### src/rtl/ff_write_arbiter.sv
// ff_write_arbiter: round-robin arbiter for four requesters writing one shared register.
// A grant lasts one cycle; its closing edge commits the write and pulses done.
module ff_write_arbiter #(
  parameter int WIDTH = 8
) (
  input  logic               i_clk,
  input  logic               i_rst_n,
  input  logic [3:0]         i_req,
  input  logic [4*WIDTH-1:0] i_data,
  input  logic               i_clr,
  output logic [3:0]         o_gnt,
  output logic [WIDTH-1:0]   o_q,
  output logic [WIDTH-1:0]   o_qb,
  output logic               o_done,
  output logic [1:0]         o_done_id,
  output logic               o_busy,
  output logic [7:0]         o_wr_cnt
);
  typedef enum logic {IDLE, GRANT} state_t;
  state_t r_state, w_next;
  logic [1:0] r_ptr, r_idx, w_win;
  logic w_any;
  // Scan from lowest priority (ptr) to highest (ptr+1) so the last hit wins.
  always_comb begin
    w_win = r_ptr;
    w_any = 1'b0;
    for (int k = 4; k >= 1; k--) begin
      if (i_req[r_ptr + 2'(k)]) begin
        w_win = r_ptr + 2'(k);
        w_any = 1'b1;
      end
    end
  end
  always_comb begin
    w_next = r_state;
    if (i_clr) w_next = IDLE;
    else if (r_state == IDLE) w_next = w_any ? GRANT : IDLE;
    else w_next = IDLE;
  end
  always_ff @(posedge i_clk or negedge i_rst_n) begin
    if (!i_rst_n) r_state <= IDLE;
    else r_state <= w_next;
  end
  always_ff @(posedge i_clk or negedge i_rst_n) begin
    if (!i_rst_n) begin
      o_gnt     <= '0;
      o_q       <= '0;
      o_done    <= 1'b0;
      o_done_id <= '0;
      o_wr_cnt  <= '0;
      r_ptr     <= 2'd3;
      r_idx     <= '0;
    end else begin
      o_done <= 1'b0;
      if (i_clr) begin
        o_q   <= '0;
        o_gnt <= '0;
      end else if (r_state == IDLE) begin
        if (w_any) begin
          o_gnt <= 4'b0001 << w_win;
          r_idx <= w_win;
        end
      end else begin
        o_q       <= i_data[r_idx*WIDTH +: WIDTH];
        r_ptr     <= r_idx;
        o_gnt     <= '0;
        o_done    <= 1'b1;
        o_done_id <= r_idx;
        o_wr_cnt  <= o_wr_cnt + 8'd1;
      end
    end
  end
  assign o_qb   = ~o_q;
  assign o_busy = (r_state == GRANT);
endmodule

### config.mk
export PLATFORM = sky130hd
export DESIGN_NAME = ff_write_arbiter
export DESIGN_NICKNAME = d
export VERILOG_FILES = /design/src/rtl/ff_write_arbiter.sv
export SDC_FILE = /design/constraint.sdc
export NUM_CORES = 1
export LEC_CHECK = 0
export CORE_MARGIN = 2
export CORE_UTILIZATION = 50
export CTS_BUF_LIST = sky130_fd_sc_hd__clkbuf_4
export CTS_CLUSTER_DIAMETER = 60
export DETAILED_ROUTE_END_ITERATION = 8
export DONT_BUFFER_PORTS = 1
export GPL_ROUTABILITY_DRIVEN = 0
export GPL_TIMING_DRIVEN = 0
export PLACE_DENSITY_LB_ADDON = 0.15
export SLEW_MARGIN = 20
export SYNTH_ARGS = -nofsm -noshare
export SYNTH_HDL_FRONTEND = slang
export SYNTH_SLANG_ARGS = --single-unit
### constraint.sdc
create_clock -name i_clk -period 3.33 [get_ports i_clk]
set_input_delay 0.333 -clock i_clk [delete_from_list [all_inputs] [get_ports i_clk]]
set_output_delay 0.333 -clock i_clk [all_outputs]
set_load 0.01 [all_outputs]
==> impl_metrics.py, run 1 <==
metrics = {
    "yosys": {
        "syn_nets": 163,
        "proportion_of_netlist_area_held_by_the_largest_area_contributor_pct": 44.3,
        "synth_seq_cells": 28,
        "synth.cell_area_sq_um": 1470,
        "synth_sequential_area_ratio_pct": 47.9,
        "avgSynthCellArea_sq_um": 11.9,
        "synthesis.instances": 123,
        "synth_top_area_cell": "sky130_fd_sc_hd__dfrtp_1",
        "yosysUniqueCellTypes": 33,
        "synth.area.top_cells": "sky130_fd_sc_hd__dfrtp_1 (44%), sky130_fd_sc_hd__mux4_2 (12%), sky130_fd_sc_hd__mux2i_1 (6.1%)",
        "ys.warnings.count": 0,
    },
    "floorplanning": {
        "dieHeight_microns": 58.2,
        "initial_utilization_pct": 52.8,
        "boundaryPins": 71,
        "core_region_area_sq_um": 2780,
        "chip_width_microns": 58.2,
        "std_cell_rows": 19,
        "die_area_sq_um": 3390,
    },
    "pwr": {
        "static-leakage-power_nw": 0.691,
        "power.density_cell_area_nw_per_um2": 645,
        "worst_ir_drop_vdd_mv": 0.476,
    },
    "critical_path": {
        "critPathRequiredTime_ps": 3590,
        "slowest_stage": "sky130_fd_sc_hd__dfstp_2",
        "timing_worst_setup_path_type": "reg2reg",
        "timing.critical_path.depth": 5,
        "crit_path_max_fanout": 8,
        "crit_arrival_ps": 1800,
        "cp.buffers_inverters": 1,
        "max_stage_delay_ps": 550,
        "setup.worst_path.start_class": "flip-flop",
        "critical_path.top_delay_family": "flip-flops",
        "timing.critical_path.to_type": "flip-flop",
        "worst_reg_to_reg_cells": 5,
        "worstPathCellList": "buf_6 -> mux2i_1 -> nor2_1 -> nor3_2 -> a32o_1",
    },
    "finish": {
        "final_layout_size_suffix_gt1_share_pct": 23.3,
        "final_common_cell": "sky130_fd_sc_hd__dfrtp_1",
        "layout-area-overhead-vs-synth_pct": 6.73,
        "final.fill_count": 263,
        "design.final.nets": 170,
        "insertedDiodeCount": 0,
        "multi_input_comb_area_sq_um": 682,
        "finish.utilization_pct": 56.4,
        "sequential_cell_area_sq_um": 703,
        "mostFrequentLayoutCells": "sky130_fd_sc_hd__dfrtp_1 (26), sky130_fd_sc_hd__nand2_1 (17), sky130_fd_sc_hd__nor2_1 (11)",
    },
    "route": {
        "ant_nets": 0,
        "detail_route.first_pass.iterations": 6,
        "route.detailed.drc": 0,
        "route.detailed.wl_per_inst_microns": 17.1,
        "dr_total_vias": 944,
        "count_of_routing_violations_after_the_opening_detailed_route_iteration": 27,
        "wl_microns": 2730,
        "route.detailed.vias_per_inst": 5.90,
    },
    "grt": {
        "grtUsageTotal_pct": 17.9,
        "first_global_vias": 1015,
        "pin_count_of_the_biggest_net_entering_global_routing": 29,
        "wire_length_of_the_first_global_routing_pass_microns": 4640,
        "global_route.overflow_total": 0,
        "initial_antenna_violation_count": 0,
    },
    "hold_path": {
        "min_delay_path_depth": 2,
        "hold_path.class": "in2reg",
    },
    "timing": {
        "fmax_mhz": 650,
        "post-route-period-util_pct": 46.2,
        "rsz0062_at_grt": "false",
        "finalClockSkew_ps": 10.8,
        "fin_setup_tns_ps": 0,
        "finalWorstSetupSlack_ps": 1790,
        "worst_margin_pin_slew_ps": 555,
        "finalMaxSlewViolations": 0,
        "finalSetupViolCount": 0,
        "final-hold-violation-count": 0,
        "period_minus_slack_ps": 1540,
        "slew-limit-headroom_pct": 63.0,
        "holdWs_ps": 328,
    },
    "clock_network": {
        "cts_buffer_depth": 2,
        "tritoncts": "done",
        "cts.sink_count": 28,
        "cts_root_buffer": "sky130_fd_sc_hd__clkbuf_4",
        "htree_levels": 1,
        "clkLatencyLatePin_ps": 320,
        "cts-buffers-inserted": 3,
        "worst_setup_hold_path_clk_slew_ps": 140,
        "post_cts_resize_count": 0,
    },
    "placed_design": {
        "hpwlAfterDp_microns": 2080,
        "worst_setup_slack_before_clock_tree_synthesis_ps": 1800,
        "buffer_ports.inserted": 0,
    },
    "status": {
        "run_status": "completed",
    },
    "job": {
        "drv.max_cap_violation_count": 0,
    },
}
-- worst register-to-register path, delay by kind of cell, from the launching register on --
kind | cells | cell delay (ps)
AND/OR/NAND/NOR | 2 | 420
buffers and inverters | 1 | 120
flip-flops | 1 | 550
AO/OA/AOI/OAI | 1 | 220
multiplexers | 1 | 180
-- stage by stage --
stage                     instance area [sq um]  power [W]  instances
final                                      1570    0.00101        160
after global routing                       1570    0.00109        160
after CTS                                  1570    0.00103        160
after detailed placement                   1510   0.000869        154
after global placement                     1510   0.000853        154
after floorplan                            1470   0.000805        123
-- final cells by class --
| class | instances | share of cell area (%) |
|---|---|---|
| inverters | 11 | 2.95 |
| well taps | 31 | 2.47 |
| plain buffers | 6 | 2.39 |
| clock buffers | 4 | 1.92 |
| multi-input cells | 78 | 43.5 |
| flip-flops and latches | 28 | 44.9 |
| repair buffers | 2 | 1.92 |
-- final timing paths --
| path | from | to | slack [ps] |
|---|---|---|---|
| worst min-delay path | i_clr | o_q[0] | 330 |
| min in group asynchronous | i_rst_n | o_q[2] | 460 |
| worst min register to register | r_ptr[0] | r_ptr[0] | 500 |
| max in group asynchronous | i_rst_n | r_ptr[1] | 2620 |
| worst max register to register | r_ptr[1] | o_gnt[0] | 1790 |
| worst max-delay path | r_ptr[1] | o_gnt[0] | 1790 |
-- logic make-up after synthesis --
group | count (synthesis) | synth area share [%]
mux | 18 | 19.4
fa+ha+maj | 1 | 0.852
compound gates | 8 | 5.20
simple gates | 44 | 16.8
flops | 28 | 47.9
buf+inv | 17 | 5.71
xor+xnor | 7 | 4.17
-- what timing repair did --
item | CTS | global route
buffers inserted | 0 | 0
hold buffers | 2 | 0
endpoints found under the hold margin | 28 | 0
-- Yosys cell counts --
library cell	instances
sky130_fd_sc_hd__a21oi_1	3
sky130_fd_sc_hd__a32o_1	2
sky130_fd_sc_hd__and3_1	1
sky130_fd_sc_hd__and3b_2	1
sky130_fd_sc_hd__buf_2	3
sky130_fd_sc_hd__buf_4	1
sky130_fd_sc_hd__buf_6	1
sky130_fd_sc_hd__clkbuf_1	1
sky130_fd_sc_hd__dfrtp_1	26
sky130_fd_sc_hd__dfstp_2	2
sky130_fd_sc_hd__ha_1	1
sky130_fd_sc_hd__inv_1	10
sky130_fd_sc_hd__inv_6	1
sky130_fd_sc_hd__mux2_4	1
sky130_fd_sc_hd__mux2i_1	9
sky130_fd_sc_hd__mux4_2	8
sky130_fd_sc_hd__nand2_1	17
sky130_fd_sc_hd__nand2b_1	2
sky130_fd_sc_hd__nand3_1	3
sky130_fd_sc_hd__nand4_1	2
sky130_fd_sc_hd__nor2_1	11
sky130_fd_sc_hd__nor2b_1	1
sky130_fd_sc_hd__nor3_2	1
sky130_fd_sc_hd__nor3_4	1
sky130_fd_sc_hd__nor3b_1	1
sky130_fd_sc_hd__nor3b_2	1
sky130_fd_sc_hd__nor4_4	1
sky130_fd_sc_hd__o31ai_1	1
sky130_fd_sc_hd__o31ai_2	1
sky130_fd_sc_hd__o31ai_4	1
sky130_fd_sc_hd__or3_4	1
sky130_fd_sc_hd__xnor2_1	6
sky130_fd_sc_hd__xor2_1	1
-- power breakdown --
part,internal [W],total (W),switching (W)
sequential,0.000422,0.000521,0.0000996
clock,0.0000549,0.000147,0.0000917
combinational,0.000175,0.000343,0.000168
-- routing by layer --
layer / GRT usage, % / vias up / wire length (microns)
met5: 0 / - / 0
met4: 4.98 / 0 / 14
met3: 4.69 / 2 / 250
met2: 33.8 / 47 / 1470
met1: 19.6 / 457 / 996
li1: - / 438 / -
-- sequential cells by signal (all words and copies together) (netlist names) --
name,count
r_idx,2
o_done_id,2
o_busy,1
o_done,1
r_ptr,2
o_gnt,4
o_wr_cnt,8
o_q,8
No activity file was read; power rests on OpenSTA's default activity.
==> run 2, diff against run 1 <==
==> constraint.sdc (replaced) <==
create_clock -name i_clk -period 1.2 [get_ports i_clk]
set_input_delay 0.12 -clock i_clk [delete_from_list [all_inputs] [get_ports i_clk]]
set_output_delay 0.12 -clock i_clk [all_outputs]
set_load 0.01 [all_outputs]
==> run 2 against run 1 <==
  * Sequential power rose to 3.0 times the previous value
  * Largest cell class is now multi-input combinational cells
  * Worst hold slack got worse by 210 ps
  * Final cell count increased by 3.8%
  * Maximum frequency is 2.8% higher
  * Non-clock buffer count rose by 6
  * The flow now finishes with violations (negative setup slack)
==> impl_metrics.py, run 2 (synthesis gave the netlist of run 1 again) <==
metrics = {
    "critical_path": {
        "crit_path_max_fanout": 5,
        "timing.critical_path.to_type": "flip-flop",
        "max_stage_delay_ps": 590,
        "worstPathCellList": "and3b_2 -> o31ai_4 -> inv_6 -> mux2_4",
        "critical_path.top_delay_family": "flip-flops",
        "slowest_stage": "sky130_fd_sc_hd__dfstp_2",
        "timing_worst_setup_path_type": "reg2reg",
        "cp.buffers_inverters": 1,
        "setup.worst_path.start_class": "flip-flop",
        "crit_arrival_ps": 1730,
        "critPathRequiredTime_ps": 1430,
    },
    "job": {
        "drv.max_cap_violation_count": 0,
    },
    "finish": {
        "final_common_cell": "sky130_fd_sc_hd__dfrtp_1",
        "layout-area-overhead-vs-synth_pct": 18.7,
        "final_layout_size_suffix_gt1_share_pct": 36.3,
        "stdcell_area_sq_um": 1740,
        "insertedDiodeCount": 0,
        "largestRegisters": "o_q (8), o_wr_cnt (8), o_gnt (4)",
        "design.final.nets": 176,
        "final.fill_count": 225,
        "mostFrequentLayoutCells": "sky130_fd_sc_hd__dfrtp_1 (23), sky130_fd_sc_hd__nand2_1 (17), sky130_fd_sc_hd__nor2_1 (10)",
    },
    "grt": {
        "grt.met3_usage_pct": 5.80,
        "initial_antenna_violation_count": 0,
        "grt_use_met1_pct": 22.7,
        "grt_busiest_layer": "met2",
        "met2_usage_pct": 34.4,
        "pin_count_of_the_biggest_net_entering_global_routing": 29,
        "first_global_vias": 1043,
        "wire_length_of_the_first_global_routing_pass_microns": 4830,
        "global_route.overflow_total": 0,
        "grtUsageTotal_pct": 19.5,
    },
    "timing": {
        "post-route-period-util_pct": 125,
        "fmax_mhz": 668,
        "finalSetupViolCount": 14,
        "worst_margin_pin_slew_ps": 445,
        "rsz0062_at_grt": "true",
        "final-hold-violation-count": 0,
        "finalWorstSetupSlack_ps": -296,
        "slew-limit-headroom_pct": 70.3,
        "finalClockSkew_ps": 1.55,
        "period_minus_slack_ps": 1500,
        "finalMaxSlewViolations": 0,
    },
    "route": {
        "route.detailed.wl_per_inst_microns": 18.7,
        "route.detailed.vias_per_inst": 5.96,
        "route.detailed.drc": 0,
        "count_of_routing_violations_after_the_opening_detailed_route_iteration": 20,
        "detail_route.first_pass.iterations": 6,
        "wl_microns": 3100,
        "ant_nets": 0,
        "dr_total_vias": 990,
    },
    "clock_network": {
        "clkLatencyLatePin_ps": 320,
        "cts_root_buffer": "sky130_fd_sc_hd__clkbuf_4",
        "htree_levels": 1,
        "cts_buffer_depth": 2,
        "tritoncts": "done",
        "cts-buffers-inserted": 3,
        "worst_setup_hold_path_clk_slew_ps": 150,
        "cts.sink_count": 28,
    },
    "placed_design": {
        "dpl_cell_area_sq_um": 1520,
        "hpwlAfterDp_microns": 2220,
        "buffer_ports.inserted": 0,
        "worst_setup_slack_before_clock_tree_synthesis_ps": -328,
    },
    "pwr": {
        "power.density_cell_area_nw_per_um2": 1850,
        "static-leakage-power_nw": 0.757,
        "p_seq_share_pct": 47.7,
        "power_report.internal_total_w": 0.00213,
        "p_sw_w": 0.00110,
        "power.clock.fraction_pct": 19.0,
        "switching_share_pct": 34.1,
        "worst_ir_drop_vdd_mv": 1.36,
        "p_total_w": 0.00323,
        "combinationalPowerShare_pct": 33.3,
    },
    "floorplanning": {
        "boundaryPins": 71,
        "chip_width_microns": 58.2,
        "die_area_sq_um": 3390,
        "initial_utilization_pct": 52.8,
        "core_region_area_sq_um": 2780,
        "std_cell_rows": 19,
        "dieHeight_microns": 58.2,
    },
    "status": {
        "run_status": "complete, but fails checks",
        "violations": "negative setup slack",
    },
    "hold_path": {
        "hold_path.class": "in2reg",
    },
}
==> run 2: layer usage <==
metal	routed length, microns	vias to the layer above
li1	-	451
met1	1240	482
met2	1570	55
met3	280	2
met4	10	0
met5	0	-
==> run 2: worst reg2reg max path, delay by kind of cell, from the launching register on <==
kind                   cells  cell delay (ps)
AOI/OAI and AO/OA          1              290
buffers and inverters      1               50
DFF                        1              590
muxes                      1              250
and+or+nand+nor            1              230
==> run 2: power by group through the flow <==
stage	clock network, W	registers, W	logic [W]
6_report	0.000614	0.00154	0.00108
5_1_grt	0.000674	0.00158	0.00120
4_1_cts	0.000633	0.00154	0.00108
3_5_place_dp	0	0.00148	0.000972
3_3_place_gp	0	0.00147	0.000938
2_1_floorplan	0	0.00142	0.000838
==> run 2: worst paths after layout <==
kind	start	end	slack (ps)	depth (start not counted)
max reg2reg	r_ptr[0]	r_idx[1]	-300	4
max in group asynchronous	i_rst_n	r_ptr[0]	730	2
max	r_ptr[0]	r_idx[1]	-300	4
min	i_clr	o_done	120	3
min reg2reg	r_ptr[0]	r_ptr[0]	500	2
min in group asynchronous	i_rst_n	o_q[1]	240	2
==> run 2: what timing repair did <==
| item | 4_1_cts | 5_1_grt |
|---|---|---|
| endpoints found under the hold margin | 28 | 0 |
| hold buffers | 2 | 0 |
| pin swaps | 5 | 6 |
| gates resized for setup | 11 | 10 |
| setup buffers | 4 | 2 |
| endpoints found under the setup margin | 20 | 18 |
| cloned | 1 | 0 |
==> run 2: cell type report <==
type / count / area, sq um / share of cell area (%)
repair buffers: 9 / 100 / 5.74
plain buffers: 5 / 50.0 / 2.87
clock inverters: 1 / 30.0 / 1.72
flip-flops and latches: 28 / 707 / 40.5
multi-input cells: 78 / 744 / 42.7
inverters: 11 / 51.3 / 2.94
well taps: 31 / 38.8 / 2.22
clock buffers: 3 / 22.5 / 1.29
==> run 2: per-stage QoR <==
| stage | hold slack (ps) | setup TNS [ps] | util (%) | cells |
|---|---|---|---|---|
| floorplan | -176 | -1600 | - | 123 |
| global placement | -175 | -3870 | 54.7 | 154 |
| detailed placement | -175 | -4430 | 54.7 | 154 |
| CTS | 110 | -3080 | 60.9 | 164 |
| global route | 88.8 | -3830 | 62.7 | 166 |
| finish | 117 | -2800 | 62.7 | 166 |
